<file path="config.mk">
export PLATFORM = sky130hd
export DESIGN_NAME = subtractor_controller_flat
export DESIGN_NICKNAME = d
export VERILOG_FILES = /design/src/rtl/subtractor_controller_if.sv /design/src/rtl/subtractor_controller.sv /design/src/flat_wrapper.sv
export SDC_FILE = /design/constraint.sdc
export NUM_CORES = 1
export LEC_CHECK = 0
export CAP_MARGIN = 20
export CORE_MARGIN = 5
export CORE_UTILIZATION = 37
export DETAILED_ROUTE_END_ITERATION = 8
export GPL_TIMING_DRIVEN = 0
export PLACE_DENSITY = 0.66
export SLEW_MARGIN = 20
export SYNTH_ARGS = -nofsm -noshare
export SYNTH_HDL_FRONTEND = slang
export SYNTH_SLANG_ARGS = --single-unit
</file>
<file path="constraint.sdc">
create_clock -name clk -period 1.9 [get_ports clk]
set_input_delay 0.38 -clock clk [delete_from_list [all_inputs] [get_ports clk]]
set_output_delay 0.38 -clock clk [all_outputs]
set_load 0.03 [all_outputs]
</file>
<file path="src/rtl/subtractor_controller_if.sv">
`default_nettype none
// ============================================================================
//  Module      : subtractor_controller_if
//  Description : Signal bundle between the pushbutton subtractor controller
//                and the rest of the system (button, reload request,
//                datapath value in; load/decrement/underflow strobes and
//                status out).
//                  btn_sub    raw pushbutton, asynchronous, may bounce
//                  load_req   synchronous reload request (level)
//                  count_in   current datapath value (data_out)
//                  load_en    one-cycle strobe: datapath loads data_in
//                  sub_en     one-cycle strobe: datapath decrements by 1
//                  underflow  one-cycle strobe: press rejected at zero
//                  at_zero    registered (count_in == 0)
//                  busy       controller is not idle
//                The master modport is the environment side, the slave
//                modport is the controller side.
//  Revision    : 1.0  initial release
// ============================================================================
interface subtractor_controller_if #(
    parameter int N = 6
);
    logic         btn_sub;
    logic         load_req;
    logic [N-1:0] count_in;
    logic         load_en;
    logic         sub_en;
    logic         underflow;
    logic         at_zero;
    logic         busy;

    modport master (
        output btn_sub,
        output load_req,
        output count_in,
        input  load_en,
        input  sub_en,
        input  underflow,
        input  at_zero,
        input  busy
    );

    modport slave (
        input  btn_sub,
        input  load_req,
        input  count_in,
        output load_en,
        output sub_en,
        output underflow,
        output at_zero,
        output busy
    );
endinterface
`default_nettype wire

</file>
<file path="src/rtl/subtractor_controller.sv">
`default_nettype none
// ============================================================================
//  Module      : subtractor_controller
//  Description : Control FSM for a decrementing datapath driven by a
//                bouncing pushbutton. The button is synchronized with two
//                flops and debounced; every accepted press yields exactly one
//                decrement strobe (or an underflow strobe when the datapath
//                already reads zero), no matter how long it is held. A reload
//                is issued automatically after reset and on load_req.
//  Ports       : clk            rising-edge clock
//                rst            asynchronous reset, active low
//                bus (slave)    btn_sub, load_req, count_in in;
//                               load_en, sub_en, underflow, at_zero, busy out
//  Parameters  : N               datapath width
//                DEBOUNCE_CYCLES stable synchronized samples needed to accept
//                                a press or a release (1..255)
//  Revision    : 1.0  initial release
// ============================================================================
module subtractor_controller #(
    parameter int N               = 6,
    parameter int DEBOUNCE_CYCLES = 4
) (
    input  logic                   clk,
    input  logic                   rst,
    subtractor_controller_if.slave bus
);

    // ------------------------------------------------------------------------
    // State encoding
    // ------------------------------------------------------------------------
    localparam logic [2:0] INIT         = 3'd0;
    localparam logic [2:0] IDLE         = 3'd1;
    localparam logic [2:0] LOAD         = 3'd2;
    localparam logic [2:0] DEBOUNCE     = 3'd3;
    localparam logic [2:0] FIRE         = 3'd4;
    localparam logic [2:0] WAIT_RELEASE = 3'd5;

    localparam logic [7:0]   c_db_limit = 8'(DEBOUNCE_CYCLES);
    localparam logic [N-1:0] c_zero     = '0;

    // ------------------------------------------------------------------------
    // Declarations
    // ------------------------------------------------------------------------
    logic       r_sync_meta;   // first synchronizer stage (may go metastable)
    logic       r_btn_s;       // synchronized button, the only button view used

    logic [2:0] r_state;
    logic [2:0] w_state_next;

    logic [7:0] r_cnt;         // debounce counter, shared by press and release
    logic [7:0] w_cnt_next;
    logic [7:0] w_cnt_inc;
    logic       w_cnt_done;    // this sample completes the stable run

    logic       w_count_zero;

    logic       r_load_en;
    logic       r_sub_en;
    logic       r_underflow;
    logic       r_at_zero;
    logic       r_busy;

    // ------------------------------------------------------------------------
    // Button synchronizer
    // ------------------------------------------------------------------------
    always_ff @(posedge clk or negedge rst) begin
        if (!rst) begin
            r_sync_meta <= 1'b0;
            r_btn_s     <= 1'b0;
        end else begin
            r_sync_meta <= bus.btn_sub;
            r_btn_s     <= r_sync_meta;
        end
    end

    // ------------------------------------------------------------------------
    // Next-state and counter logic
    // ------------------------------------------------------------------------
    // The counter never exceeds DEBOUNCE_CYCLES-1 while counting, so the
    // 8-bit increment cannot wrap for any legal parameter value.
    assign w_cnt_inc    = r_cnt + 8'd1;
    assign w_cnt_done   = (w_cnt_inc == c_db_limit);
    assign w_count_zero = (bus.count_in == c_zero);

    always_comb begin
        w_state_next = r_state;
        w_cnt_next   = r_cnt;

        case (r_state)
            INIT: begin
                // Power-on reload as soon as reset is released.
                w_state_next = LOAD;
                w_cnt_next   = 8'd0;
            end

            LOAD: begin
                // A button still held across a load must be released before
                // it can count as a new press.
                w_cnt_next   = 8'd0;
                w_state_next = r_btn_s ? WAIT_RELEASE : IDLE;
            end

            IDLE: begin
                w_cnt_next = 8'd0;
                if (bus.load_req) begin
                    w_state_next = LOAD;
                end else if (r_btn_s) begin
                    w_state_next = DEBOUNCE;
                end
            end

            DEBOUNCE: begin
                if (bus.load_req) begin
                    // Reload wins and the pending press is dropped.
                    w_state_next = LOAD;
                    w_cnt_next   = 8'd0;
                end else if (!r_btn_s) begin
                    // Bounce: the press was too short.
                    w_state_next = IDLE;
                    w_cnt_next   = 8'd0;
                end else if (w_cnt_done) begin
                    w_state_next = FIRE;
                    w_cnt_next   = 8'd0;
                end else begin
                    w_cnt_next   = w_cnt_inc;
                end
            end

            FIRE: begin
                w_state_next = WAIT_RELEASE;
                w_cnt_next   = 8'd0;
            end

            WAIT_RELEASE: begin
                if (bus.load_req) begin
                    w_state_next = LOAD;
                    w_cnt_next   = 8'd0;
                end else if (r_btn_s) begin
                    // Any high sample restarts the release run.
                    w_cnt_next   = 8'd0;
                end else if (w_cnt_done) begin
                    w_state_next = IDLE;
                    w_cnt_next   = 8'd0;
                end else begin
                    w_cnt_next   = w_cnt_inc;
                end
            end

            default: begin
                w_state_next = INIT;
                w_cnt_next   = 8'd0;
            end
        endcase
    end

    always_ff @(posedge clk or negedge rst) begin
        if (!rst) begin
            r_state <= INIT;
            r_cnt   <= 8'd0;
        end else begin
            r_state <= w_state_next;
            r_cnt   <= w_cnt_next;
        end
    end

    // ------------------------------------------------------------------------
    // Registered outputs
    // ------------------------------------------------------------------------
    // Strobes are decoded from the current state and registered, so each one
    // appears on the cycle after its state and is glitch-free. LOAD and FIRE
    // are distinct states, and FIRE splits on count_in, so the three strobes
    // can never overlap. The zero test is taken while in FIRE so the decision
    // reflects the datapath value at the moment of the decrement.
    always_ff @(posedge clk or negedge rst) begin
        if (!rst) begin
            r_load_en   <= 1'b0;
            r_sub_en    <= 1'b0;
            r_underflow <= 1'b0;
            r_at_zero   <= 1'b0;
            r_busy      <= 1'b0;
        end else begin
            r_load_en   <= (r_state == LOAD);
            r_sub_en    <= (r_state == FIRE) && !w_count_zero;
            r_underflow <= (r_state == FIRE) &&  w_count_zero;
            r_at_zero   <= w_count_zero;
            // Built from the next state so busy tracks the state register.
            r_busy      <= (w_state_next != IDLE);
        end
    end

    assign bus.load_en   = r_load_en;
    assign bus.sub_en    = r_sub_en;
    assign bus.underflow = r_underflow;
    assign bus.at_zero   = r_at_zero;
    assign bus.busy      = r_busy;

endmodule
`default_nettype wire

</file>
<file path="src/flat_wrapper.sv">
// flat-port wrapper written by rule: the top's interface ports become plain ports
module subtractor_controller_flat 
#(
    parameter int N               = 6,
    parameter int DEBOUNCE_CYCLES = 4
)
  (clk, rst, bus_btn_sub, bus_load_req, bus_count_in, bus_load_en, bus_sub_en, bus_underflow, bus_at_zero, bus_busy);
  subtractor_controller_if #(.N(N)) bus_i ();
  input  logic clk;
  input  logic rst;
  input wire logic [$bits(bus_i.btn_sub)-1:0] bus_btn_sub;
  input wire logic [$bits(bus_i.load_req)-1:0] bus_load_req;
  input wire logic [$bits(bus_i.count_in)-1:0] bus_count_in;
  output wire logic [$bits(bus_i.load_en)-1:0] bus_load_en;
  output wire logic [$bits(bus_i.sub_en)-1:0] bus_sub_en;
  output wire logic [$bits(bus_i.underflow)-1:0] bus_underflow;
  output wire logic [$bits(bus_i.at_zero)-1:0] bus_at_zero;
  output wire logic [$bits(bus_i.busy)-1:0] bus_busy;
  assign bus_i.btn_sub = bus_btn_sub;
  assign bus_i.load_req = bus_load_req;
  assign bus_i.count_in = bus_count_in;
  assign bus_load_en = bus_i.load_en;
  assign bus_sub_en = bus_i.sub_en;
  assign bus_underflow = bus_i.underflow;
  assign bus_at_zero = bus_i.at_zero;
  assign bus_busy = bus_i.busy;
  subtractor_controller #(.N(N), .DEBOUNCE_CYCLES(DEBOUNCE_CYCLES)) u_core (.clk(clk), .rst(rst), .bus(bus_i));
endmodule
</file>
# Yosys cells after proc, flatten, opt, wreduce, memory -nomap -nowiden

Cells that the tools add are included.

Add/subtract/negate cells: 1
Eq/ne operators: 7
Mux-type cells: 16
Reduce and logical (&&, ||, !) cells: 5

Operator list:

| cell                                                | number |
|---|---|
| two-way mux 8 bit                                   | 5 |
| two-way mux 3 bit                                   | 9 |
| case mux 3 bit (6 select lines)                     | 1 |
| case mux 8 bit (2 select lines)                     | 1 |
| adder 8 x 1 -> 8 bit, second input constant         | 1 |
| equality test 8 x 3 -> 1 bit, second input constant | 1 |
| equality test 3 x 2 -> 1 bit, second input constant | 2 |
| equality test 3 bit, second input constant          | 2 |
| zero test 6 bit                                     | 1 |
| equality test 3 x 1 -> 1 bit, second input constant | 1 |
| zero test 3 bit                                     | 1 |
| != test 3 x 1 -> 1 bit, second input constant       | 1 |
| logical AND 1 bit                                   | 2 |
| zero test 1 bit                                     | 1 |

Flip-flop bits (word level): 18
Bits of input ports: 10
Output and inout port bits: 5
Logic and storage cells: 38

# Logic depth before layout (Yosys ltp)

Gate-level depths: netlist of the first run.

Word-level depth: 7
Gate-level depth with buffers: 5
Mapped depth without buffers: 4

# Worst setup path after synthesis of the first run

OpenSTA, ideal clock, no wires.

Path kind: register to register
Start point: register u_core.r_cnt[0]
End point: register u_core.r_state[2]
Library setup time: 0.071 ns
Data arrival time: 1.695 ns
Required time: 1.829 ns
Setup slack: 0.134 ns
Cell stages (with the launch flop): 6
Buffers on the path: 1
Period minus slack after synthesis: 1.766 ns
Cell sequence: dfrtp_1 -> ha_1 -> or4b_1 -> buf_2 -> or4_1 -> nand4_1

Word-level cells in the longest chain between the ends: 6
Elaborated cells between the ends (all ways): 9
Those cells by class: add/sub (1); eq/ne (1); mux (7)

RTL lines:

| element                                     | line                                                       | text |
|---|---|---|
| from (decl)                                 | subtractor_controller.sv:50                                | `logic [7:0] r_cnt;` |
| from (signal assigned)                      | subtractor_controller.sv:162                               | `r_cnt <= w_cnt_next;` |
| adder 8 x 1 -> 8 bit (*)                    | subtractor_controller.sv:81                                | `assign w_cnt_inc = r_cnt + 8'd1;` |
| equality test 8 x 3 -> 1 bit (*)            | subtractor_controller.sv:82                                | `assign w_cnt_done = (w_cnt_inc == c_db_limit);` |
| two-way mux 3 bit, on equally long branches | subtractor_controller.sv:141, subtractor_controller.sv:121 |  |
| two-way mux 3 bit, on equally long branches | subtractor_controller.sv:138, subtractor_controller.sv:117 |  |
| two-way mux 3 bit, on equally long branches | subtractor_controller.sv:135, subtractor_controller.sv:113 |  |
| case mux 3 bit (6 select lines) (*)         | subtractor_controller.sv:89                                | `case (r_state)` |
| net u_core.w_state_next[2]                  | subtractor_controller.sv:48                                | `logic [2:0] w_state_next;` |
| to (signal assigned)                        | subtractor_controller.sv:161                               | `r_state <= w_state_next;` |
| to (decl)                                   | subtractor_controller.sv:47                                | `logic [2:0] r_state;` |

Mark *: on every way through the listed nets, which the timed path passes. The rest lies on a longest branch.

# Worst setup path in the final report of the first run

Same ends and word-level chain as after synthesis.

==> flow_summary.json, run 1 <==
{
  "antenna_cells": 0,
  "die-width_um": 57.7,
  "pin_count": 15,
  "synthesis.area_per_instance_um2": 10.2,
  "timing.final.crit_share_pct": 96.3,
  "vdd.ir_drop.worst_mv": 0.507,
  "setup-violations-final": 0,
  "finalWorstSetupSlack_ns": 0.0704,
  "critical_path.cell_chain": "ha_4 > or4b_4 > buf_6 > or4_1 > nand4_1",
  "num-fill-cells": 202,
  "period_minus_slack_ns": 1.83,
  "dr_total_vias": 675,
  "syn-num-nets": 94,
  "cts_tree": "built",
  "timing.reg2reg.worst_path_depth": 5,
  "crit-reg2reg-launch": "u_core.r_cnt[0]",
  "crit_end": "u_core.r_state[2]",
  "critPathSlowestCell": "sky130_fd_sc_hd__or4_1",
  "place_congestion": 0.780,
  "critical_path_class": "flop to flop",
  "fp.dieArea_um2": 3330,
  "clockBufferDepth": 2,
  "floorplan.initialDensity_pct": 38.5,
  "status": "finished clean",
  "worst_ep_required_time_ns": 2.13,
  "max_cap_viol_count": 0,
  "timing.critical_path.slowest_cell_delay_ns": 0.50,
  "multi_input_comb_area_um2": 389,
  "synth.ff_latch_count": 18,
  "clk_pin_slew_worst_paths_ns": 0.10,
  "drt_wl_total_mm": 1.54,
  "dp.final_hpwl_mm": 1.13,
  "total_leakage_power_nw": 0.425,
  "tritoncts_num_sinks": 18,
  "buffer_ports.inserted": 14,
  "maxSlewHeadroom_pct": 47.7,
  "final_setup_skew_ns": 0.00220,
  "drt_pass1_iterations": 4,
  "transition_time_of_the_tightest_slew_check_pin_ns": 0.783,
  "core.rowCount": 17,
  "maxClockFrequency_ghz": 0.547,
  "rsz0062_at_grt": "no",
  "numCtsBuffers": 3,
  "finalHoldViolations": 0,
  "cts-root-buf": "sky130_fd_sc_hd__clkbuf_4",
  "grt_pass1_vias": 595,
  "antenna_found_initial": 0,
  "most_frequent_standard_cell_in_the_layout_excluding_fill_and_tap_cells": "sky130_fd_sc_hd__dfrtp_1",
  "detail_route.vias_per_cell": 5.19,
  "drt_drc_violations_left": 0,
  "hold_buf_cts": 0,
  "synth.yosys.warnings": 0,
  "ratio_of_cells_with_drive_above_1_in_the_final_layout_pct": 9.80,
  "syn2layout_area_growth_pct": 28.6,
  "cts_htree_levels": 1,
  "nets": 114,
  "timing.critical_path.fanout_max": 6,
  "power_density_nw_per_um2": 990,
  "final_cells": 130,
  "detail_route.wl_per_cell_um": 11.8,
  "post_synth_num_cell_types": 33,
  "dpl_worst_slack_ns": -0.0773,
  "place_inst": 125,
  "synth_async_reset_ratio_pct": 100,
  "grt_pass1_wl_mm": 2.60,
  "globalRouteOverflowTotal": 0,
  "postSynth.topFlopCell": "sky130_fd_sc_hd__dfrtp_1",
  "grt.total_usage_pct": 10.0,
  "cp-start-kind": "flop",
  "synth_area_um2": 843,
  "startpoint": "u_core.r_cnt[0]",
  "largest_net_degree_at_the_start_of_global_routing": 19,
  "synth-edff-count": 0,
  "synth_seq_area_share_pct": 53.4,
  "finalMaxSlewViolations": 0,
  "final_antenna_net_count": 0,
  "regToRegSetupSlack_ns": 0.07,
  "timing.critical_path.arrival_ns": 2.06,
  "worst_skew_pair.late_latency_ns": 0.29,
  "die_y_um": 57.7,
  "layout.cells.most_common_list": "sky130_fd_sc_hd__dfrtp_1 (18), sky130_fd_sc_hd__clkdlybuf4s50_1 (14), sky130_fd_sc_hd__nor2_1 (6), sky130_fd_sc_hd__nand2_1 (6), sky130_fd_sc_hd__nor3b_1 (5)",
  "hold_path_class": "flop to flop",
  "register_area_um2": 450,
  "postSynthCellCount": 83,
  "timing.rr.end": "u_core.r_state[2]",
  "critical_path.endpoint_type": "flop",
  "detailedRoute.firstIterationViolations": 4,
  "core_area_um2": 2190
}
## critical path: cells and delay by family, from the launching register on
| kind | cells | cell delay [ns] |
|---|---|---|
| flops | 1 | 0.42 |
| simple gates | 3 | 1.05 |
| fa+ha+maj | 1 | 0.16 |
| buf+inv | 1 | 0.14 |
## layer usage
metal / vias to the layer above / part of all wire (%) / track usage [%]
li1: 337 / - / -
met1: 324 / 43 / 11.6
met2: 12 / 51 / 17.3
met3: 2 / 6.0 / 4.23
met4: 0 / 0.39 / 1.99
met5: - / 0 / 0
## registers in the layout, indices dropped and copies added, names as in the netlist
| name | flops |
|---|---|
| u_core.r_cnt | 8 |
| u_core.bus.load_en | 1 |
| u_core.bus.sub_en | 1 |
| u_core.r_sync_meta | 1 |
| u_core.r_btn_s | 1 |
| u_core.bus.underflow | 1 |
| u_core.bus.at_zero | 1 |
| u_core.bus.busy | 1 |
| u_core.r_state | 3 |
## worst min path at each step
stage | from | endpoint | slack [ns] | cells after the start
6_report | u_core.r_sync_meta | u_core.r_btn_s | 0.36 | 0
3_3_place_gp | u_core.r_sync_meta | u_core.r_btn_s | 0.34 | 0
3_5_place_dp | u_core.r_sync_meta | u_core.r_btn_s | 0.34 | 0
2_1_floorplan | rst | u_core.bus.at_zero | 0.08 | 0
5_1_grt | u_core.r_sync_meta | u_core.r_btn_s | 0.36 | 0
4_1_cts | u_core.r_sync_meta | u_core.r_btn_s | 0.36 | 0
## kinds of logic (layout without fill, tap and decap cells)
kind of cell	Yosys count	in the layout	share of synthesized area, %
AOI/OAI and AO/OA	14	14	9.79
xor gates and xnor gates	3	3	3.12
adders and majority gates	1	1	1.48
buffers and inverters	5	24	2.37
DFF	18	18	53.4
and+or+nand+nor	42	42	29.8
## what timing repair did
item | 4_1_cts | 5_1_grt
setup endpoints to repair | 0 | 1
buffers inserted | 0 | 1
resized for setup | 0 | 5
hold endpoints to repair | 0 | 0
## per-stage QoR
stage               hold WS [ns]  TNS [ns]  utilization (%)  total power, mW  instance area (um^2)
detailed placement         0.337   -0.0773             46.5            0.851                  1020
global placement           0.341   -0.0966             46.5            0.843                  1020
floorplan                 0.0844         0                -            0.734                   843
global route               0.365         0             49.5             1.15                  1080
CTS                        0.361         0             48.1             1.08                  1050
finish                     0.358         0             49.5             1.07                  1080
## where the power goes
group | internal (mW) | switching (mW)
Clock | 0.117 | 0.117
Combinational | 0.174 | 0.201
Sequential | 0.442 | 0.0216
## layout make-up
type                            count  share of cell area [%]
Buffer                              5                    2.42
Clock buffer                        4                    3.34
Multi-Input combinational cell     60                    35.9
Sequential cell                    18                    41.5
Tap cell                           28                    3.23
Timing Repair Buffer               15                    13.6
## synthesized netlist by cell type, types with 2 or more instances
master                     instances  area share [%]
sky130_fd_sc_hd__or4_1             2             1.8
sky130_fd_sc_hd__o21ai_0           4             2.4
sky130_fd_sc_hd__dfrtp_1          18              53
sky130_fd_sc_hd__nand3_1           3             1.8
sky130_fd_sc_hd__nor4_1            2             1.5
sky130_fd_sc_hd__nor2_1            6             2.7
sky130_fd_sc_hd__nand4_1           2             1.5
sky130_fd_sc_hd__xor2_1            2             2.1
sky130_fd_sc_hd__a21oi_1           4             2.4
sky130_fd_sc_hd__nor2b_1           2             1.5
sky130_fd_sc_hd__nor3b_1           5             4.5
sky130_fd_sc_hd__nor3_1            3             1.8
sky130_fd_sc_hd__clkbuf_1          3             1.3
sky130_fd_sc_hd__nand2_1           6             2.7
sky130_fd_sc_hd__or3_1             3             2.2
Note: power is estimated with default switching activity, not from simulation.
==> inputs of run 2 (changes only) <==
- ABC_AREA: default -> 1
- CTS_BUF_LIST: default -> sky130_fd_sc_hd__clkbuf_16
- PLACE_DENSITY: 0.66 -> 0.59
==> run 2 against run 1 <==
Register-to-register slack gained 0.19 ns. Combinational power shrank 6.1%. Clock-buffer cell count shrank 1. Die area increased by 7.5%. Clock power up 75%. Final area rose by 9.1%.
==> flow_summary.json, run 2 <==
{
  "status": "finished clean",
  "hold_start": "u_core.r_sync_meta",
  "synth_async_reset_ratio_pct": 100,
  "fp.dieArea_um2": 3580,
  "maxClockFrequency_ghz": 0.610,
  "synth_area_leader_cell": "sky130_fd_sc_hd__dfrtp_1",
  "core_area_um2": 2430,
  "grt_pass1_vias": 743,
  "reg_top3": "u_core.r_cnt: 8 flops, u_core.r_state: 3 flops",
  "cts_htree_levels": 1,
  "power.switching_uw": 380,
  "finalMaxSlewViolations": 0,
  "regMostFlops": "u_core.r_cnt",
  "transition_time_of_the_tightest_slew_check_pin_ns": 0.803,
  "detail_route.vias_per_cell": 4.60,
  "family_with_the_most_delay_on_the_worst_path": "simple AND/OR/NAND/NOR gates",
  "timing.final.crit_share_pct": 86.3,
  "timing.critical_path.fanout_max": 3,
  "drt_pass1_iterations": 4,
  "cts_tree": "built",
  "synth_area_um2": 920,
  "hold_path_class": "flop to flop",
  "synth.yosys.warnings": 0,
  "worst_hold_slack_ns": 0.348,
  "setup-violations-final": 0,
  "dr_total_vias": 731,
  "numCtsBuffers": 3,
  "timing.critical_path.slowest_cell_delay_ns": 0.37,
  "power_density_nw_per_um2": 1050,
  "grt_pass1_wl_mm": 3.02,
  "power.share.switching_pct": 30.6,
  "finalSetupTns_ns": 0,
  "pin_count": 15,
  "synth_seq_area_share_pct": 49.0,
  "hold_end": "u_core.r_btn_s",
  "nets": 141,
  "drt_drc_violations_left": 0,
  "drt_wl_total_mm": 1.68,
  "globalRouteOverflowTotal": 0,
  "postSynth.topFlopCell": "sky130_fd_sc_hd__dfrtp_1",
  "cp-start-kind": "flop",
  "dp.final_hpwl_mm": 1.33,
  "die-width_um": 59.9,
  "finalHoldViolations": 0,
  "power.share.clock_pct": 33.0,
  "cp.depth": 12,
  "rsz0062_at_grt": "no",
  "floorplan.initialDensity_pct": 37.8,
  "postSynthCellCount": 110,
  "syn2layout_area_growth_pct": 28.7,
  "worst_ep_required_time_ns": 2.03,
  "seq_power_share_pct": 38.5,
  "top_cell_types_by_occurrence_after_synthesis": "sky130_fd_sc_hd__nand2_1 (23), sky130_fd_sc_hd__dfrtp_1 (18), sky130_fd_sc_hd__inv_1 (17), sky130_fd_sc_hd__nor2_1 (13), sky130_fd_sc_hd__nor2_2 (6)",
  "critical_path.cell_chain": "ha_1 > nand2_1 > nor2_2 > nand2_1 > nand2_1 > nand2_2 > nor2_2 > nand3_1 > nand2_1 > nand3_2 > nor2_1 > nand2_1",
  "maxSlewHeadroom_pct": 46.3,
  "ratio_of_cells_with_drive_above_1_in_the_final_layout_pct": 16.3,
  "layout.cells.most_common_list": "sky130_fd_sc_hd__nand2_1 (23), sky130_fd_sc_hd__dfrtp_1 (18), sky130_fd_sc_hd__inv_1 (17)",
  "die_y_um": 59.9,
  "synth.ff_latch_count": 18,
  "synthesis.area_per_instance_um2": 8.36,
  "post_synth_num_cell_types": 24,
  "detail_route.wl_per_cell_um": 10.5,
  "place_congestion": 0.877,
  "critical-path-top-cell-by-count": "sky130_fd_sc_hd__nand2_1",
  "regToRegSetupSlack_ns": 0.26,
  "cts_resized": 0,
  "vdd.ir_drop.worst_mv": 0.664,
  "post_synth_main_area_contributors": "sky130_fd_sc_hd__dfrtp_1 (49%), sky130_fd_sc_hd__nand2_1 (9.4%), sky130_fd_sc_hd__inv_1 (6.9%)",
  "total_leakage_power_nw": 0.569,
  "period_minus_slack_ns": 1.64,
  "worst_skew_pair.late_latency_ns": 0.24,
  "antenna_found_initial": 0,
  "core.rowCount": 18,
  "clk_pin_slew_worst_paths_ns": 0.05,
  "p_int_uw": 859,
  "clockBufferDepth": 2,
  "yosysTopAreaCellShare_pct": 49.0,
  "top_count_cell_post_synth": "sky130_fd_sc_hd__nand2_1",
  "cts-root-buf": "sky130_fd_sc_hd__clkbuf_16",
  "register_area_um2": 450,
  "final_setup_skew_ns": 0.00270,
  "final_antenna_net_count": 0,
  "most_frequent_standard_cell_in_the_layout_excluding_fill_and_tap_cells": "sky130_fd_sc_hd__nand2_1",
  "crit-reg2reg-launch": "u_core.r_cnt[1]",
  "synth-edff-count": 0,
  "max_cap_viol_count": 0,
  "grt.total_usage_pct": 11.1,
  "buffer_ports.inserted": 14,
  "critPathBufInv": 0,
  "detailedRoute.firstIterationViolations": 20,
  "critical_path_class": "flop to flop",
  "largest_net_degree_at_the_start_of_global_routing": 19,
  "multi_input_comb_area_um2": 402,
  "syn-num-nets": 121,
  "timing.reg2reg.worst_path_depth": 12,
  "critical_path.endpoint_type": "flop",
  "timing.critical_path.arrival_ns": 1.77,
  "num-fill-cells": 243,
  "worst_hold_path.num_cells": 0,
  "antenna_cells": 0,
  "tritoncts_num_sinks": 18,
  "largest_register_ffs": 8,
  "combPwrFrac_pct": 28.4,
  "timing.rr.end": "u_core.bus.busy",
  "critPathSlowestCell": "sky130_fd_sc_hd__dfrtp_1"
}
[run 2: cell types whose count changed after synthesis, moves of 5 or more]
cell	change
sky130_fd_sc_hd__inv_1	+17
sky130_fd_sc_hd__nand2_1	+17
sky130_fd_sc_hd__nor2_1	+7
sky130_fd_sc_hd__nor2_2	+6
sky130_fd_sc_hd__nand2_2	+5
sky130_fd_sc_hd__nor3b_1	-5
[run 2: layout make-up]
type	instances	share of cell area [%]
clock buffers	3	6.34
clock inverters	1	0.317
repair buffers	15	12.5
inverters	18	5.71
flip-flops and latches	18	38.1
well taps	30	3.17
multi-input cells	74	33.9
[run 2: worst max path at each step]
stage | from | endpoint | slack [ns]
2_1_floorplan | u_core.r_cnt[0] | u_core.bus.busy | 0.43
3_3_place_gp | bus_load_req | u_core.r_cnt[7] | 0.14
3_5_place_dp | bus_load_req | u_core.r_cnt[7] | 0.11
4_1_cts | u_core.r_cnt[0] | u_core.bus.busy | 0.21
5_1_grt | u_core.r_cnt[1] | u_core.bus.busy | 0.03
6_report | u_core.r_cnt[1] | u_core.bus.busy | 0.26
[run 2: timing repair]
item | in CTS | in global routing
hold buffers | 0 | 0
buffers inserted | 0 | 1
setup endpoints to repair | 0 | 1
[run 2: cells by family after synthesis]
| family | Yosys count | synth area share [%] |
|---|---|---|
| AOI/OAI and AO/OA | 10 | 7.62 |
| xor gates and xnor gates | 2 | 1.91 |
| adders and majority gates | 1 | 1.36 |
| buffers and inverters | 18 | 7.35 |
| DFF | 18 | 49.0 |
| and+or+nand+nor | 61 | 32.8 |
[run 2: power groups by stage]
stage	Combinational [mW]	Clock [mW]	Sequential, mW
finish	0.353	0.409	0.478
global route	0.402	0.447	0.487
CTS	0.352	0.431	0.479
detailed placement	0.350	0	0.486
global placement	0.349	0	0.486
floorplan	0.207	0	0.517
[run 2: layer usage]
metal | vias up | global-route usage [%] | share of wire [%] | routed length [um]
li1 | 381 | - | - | -
met5 | - | 0 | 0 | 0
met4 | 0 | 4.43 | 0 | 0
met2 | 12 | 19.3 | 53 | 890
met3 | 0 | 3.46 | 4.3 | 72
met1 | 338 | 12.4 | 43 | 714
[run 2: through the flow]
stage          utilization (%)  cell area [um^2]  power, mW  setup WS [ns]  cells
2_1_floorplan                -               920      0.723          0.425    110
3_3_place_gp              45.1              1100      0.834          0.143    154
3_5_place_dp              45.1              1100      0.836          0.109    154
4_1_cts                   48.4              1180       1.26          0.214    158
5_1_grt                   48.7              1180       1.34         0.0291    159
6_report                  48.7              1180       1.24          0.260    159
==> inputs of run 3 (changes only) <==
- ABC_AREA: 1 -> default
- PLACE_DENSITY: 0.59 -> 0.6
- clock period: 1.9 -> 1.4 ns (I/O delays scaled with it)
==> run 3 against run 2 <==
The run now ends with negative setup slack left. Utilization increased by 5.6 points. First-iteration DRC count fell by 30%. Sequential share of layout area down 0.20 points. Final cell count fell by 16%. Register-to-register slack got worse by 0.55 ns. Global-route usage up 0.56 points. Combinational power is 32% higher. Clock-buffer cell count unchanged. Clock power increased by 39%. Power rose by 38%. Non-clock buffer count up 8. Critical path type unchanged. Largest cell class unchanged. Highest routed layer is now met4.
==> flow_summary.json, run 3 (synthesized netlist as in run 1, its figures left out) <==
{
  "die_y_um": 57.7,
  "most_frequent_standard_cell_in_the_layout_excluding_fill_and_tap_cells": "sky130_fd_sc_hd__dfrtp_1",
  "max_cap_viol_count": 0,
  "detail_route.vias_per_cell": 5.26,
  "grt_met3_usage_pct": 4.68,
  "place_congestion": 0.727,
  "largest_net_degree_at_the_start_of_global_routing": 19,
  "failed_checks": "negative setup slack",
  "vdd.ir_drop.worst_mv": 0.962,
  "dpl_worst_slack_ns": -0.604,
  "antenna_cells": 0,
  "core_area_um2": 2190,
  "transition_time_of_the_tightest_slew_check_pin_ns": 0.820,
  "largest_register_ffs": 8,
  "cp-start-kind": "flop",
  "total_leakage_power_nw": 0.494,
  "drt_pass1_iterations": 4,
  "hold_buf_cts": 0,
  "dr_total_vias": 699,
  "status": "complete, but fails checks",
  "grt_pass1_vias": 699,
  "timing.final.crit_share_pct": 121,
  "final_setup_skew_ns": 0.00320,
  "buffer_ports.inserted": 14,
  "maxSlewHeadroom_pct": 45.2,
  "setup-violations-final": 6,
  "grt_pass1_wl_mm": 2.98,
  "global_route.usage.met1_pct": 12.7,
  "layout.cells.most_common_list": "sky130_fd_sc_hd__dfrtp_1 (18), sky130_fd_sc_hd__clkdlybuf4s50_1 (8)",
  "grt.total_usage_pct": 11.6,
  "num-fill-cells": 185,
  "pin_count": 15,
  "cts-root-buf": "sky130_fd_sc_hd__clkbuf_16",
  "cts_tree": "built",
  "worst_skew_pair.late_latency_ns": 0.25,
  "cts_htree_levels": 1,
  "numCtsBuffers": 3,
  "die-width_um": 57.7,
  "globalRouteOverflowTotal": 0,
  "ratio_of_cells_with_drive_above_1_in_the_final_layout_pct": 18.1,
  "power_density_nw_per_um2": 1440,
  "maxClockFrequency_ghz": 0.591,
  "rsz0062_at_grt": "yes",
  "syn2layout_area_growth_pct": 41.1,
  "hold_path_class": "flop to flop",
  "period_minus_slack_ns": 1.69,
  "worst_ep_required_time_ns": 1.58,
  "reg_top3": "u_core.r_cnt: 8 flops, u_core.r_state: 3 flops",
  "global_route.peak_usage_layer": "met2",
  "detail_route.wl_per_cell_um": 13.1,
  "regMostFlops": "u_core.r_cnt",
  "final_antenna_net_count": 0,
  "groute.layer.met2.usage_pct": 20.3,
  "critical_path.endpoint_type": "flop",
  "nets": 117,
  "drt_wl_total_mm": 1.75,
  "floorplan.initialDensity_pct": 38.5,
  "timing.critical_path.arrival_ns": 1.88,
  "finalWorstSetupSlack_ns": -0.292,
  "clockBufferDepth": 2,
  "fp.dieArea_um2": 3330,
  "finalMaxSlewViolations": 0,
  "clk_pin_slew_worst_paths_ns": 0.05,
  "timing.critical_path.fanout_max": 6,
  "detailedRoute.firstIterationViolations": 14,
  "critical_path_class": "flop to flop",
  "drt_drc_violations_left": 0,
  "antenna_found_initial": 0,
  "core.rowCount": 17,
  "worst_hold_slack_ns": 0.345,
  "tritoncts_num_sinks": 18,
  "finalHoldViolations": 0
}
[run 3: cell types whose count changed in the layout (fill, tap and decap cells not counted), sizes merged, moves of 3 or more]
cell	delta
nand2	-22
clkdlybuf4s50	-6
nor2	-14
o21ai	+3
dlygate4sd2	+6
or3	+3
buf	+7
inv	-17
nor3b	+5
[run 3: path summary, 6_finish.rpt]
check	start	endpoint	slack (ns)	cells past startpoint
setup / recovery	u_core.r_cnt[1]	u_core.r_state[2]	-0.29	5
hold / removal	u_core.r_sync_meta	u_core.r_btn_s	0.34	0
setup reg to reg	u_core.r_cnt[1]	u_core.r_state[2]	-0.29	5
hold reg to reg	u_core.r_sync_meta	u_core.r_btn_s	0.34	0
max in group asynchronous	rst	u_core.r_sync_meta	0.38	1
min in group asynchronous	rst	u_core.bus.busy	0.50	1
[run 3: repair_timing]
item / CTS / global route
resized for setup: 12 / 5
setup buffers: 3 / 3
endpoints found under the setup margin: 18 / 6
pin swaps: 1 / 5
[run 3: stage by stage]
stage | cell area, um^2 | utilization, % | total power [mW] | TNS (ns) | std cells
CTS | 1140 | 51.9 | 1.73 | -1.25 | 130
finish | 1190 | 54.3 | 1.71 | -1.33 | 133
global placement | 1020 | 46.6 | 1.15 | -3.68 | 125
global route | 1190 | 54.3 | 1.82 | -1.80 | 133
floorplan | 846 | - | 0.996 | -0.942 | 83
detailed placement | 1020 | 46.6 | 1.16 | -3.74 | 125
[run 3: area by class of cell]
type | count | area (um^2) | area share (%)
clock inverter | 1 | 3.75 | 0.315
clock buffer | 3 | 75.1 | 6.31
multi-input combinational | 60 | 428 | 36.0
tap | 28 | 35.0 | 2.94
sequential | 18 | 450 | 37.9
buffer | 3 | 20.0 | 1.68
timing repair buffer | 20 | 178 | 14.9
[run 3: power breakdown]
group          switching, mW  internal [mW]
clock network          0.190          0.380
registers             0.0773          0.602
logic                  0.245          0.220
[run 3: critical path, cell delays in order, from the launching register on]
cell and delay, ns:
sky130_fd_sc_hd__dfrtp_1 0.40, sky130_fd_sc_hd__ha_4 0.15, sky130_fd_sc_hd__or4b_4 0.45, sky130_fd_sc_hd__buf_6 0.14
sky130_fd_sc_hd__or4_1 0.39, sky130_fd_sc_hd__nand4_1 0.10
[run 3: layer usage]
metal,part of all wire [%],wire [um]
met2,52,911
met5,0,0
met4,1.4,24
met3,5.7,100
met1,41,711
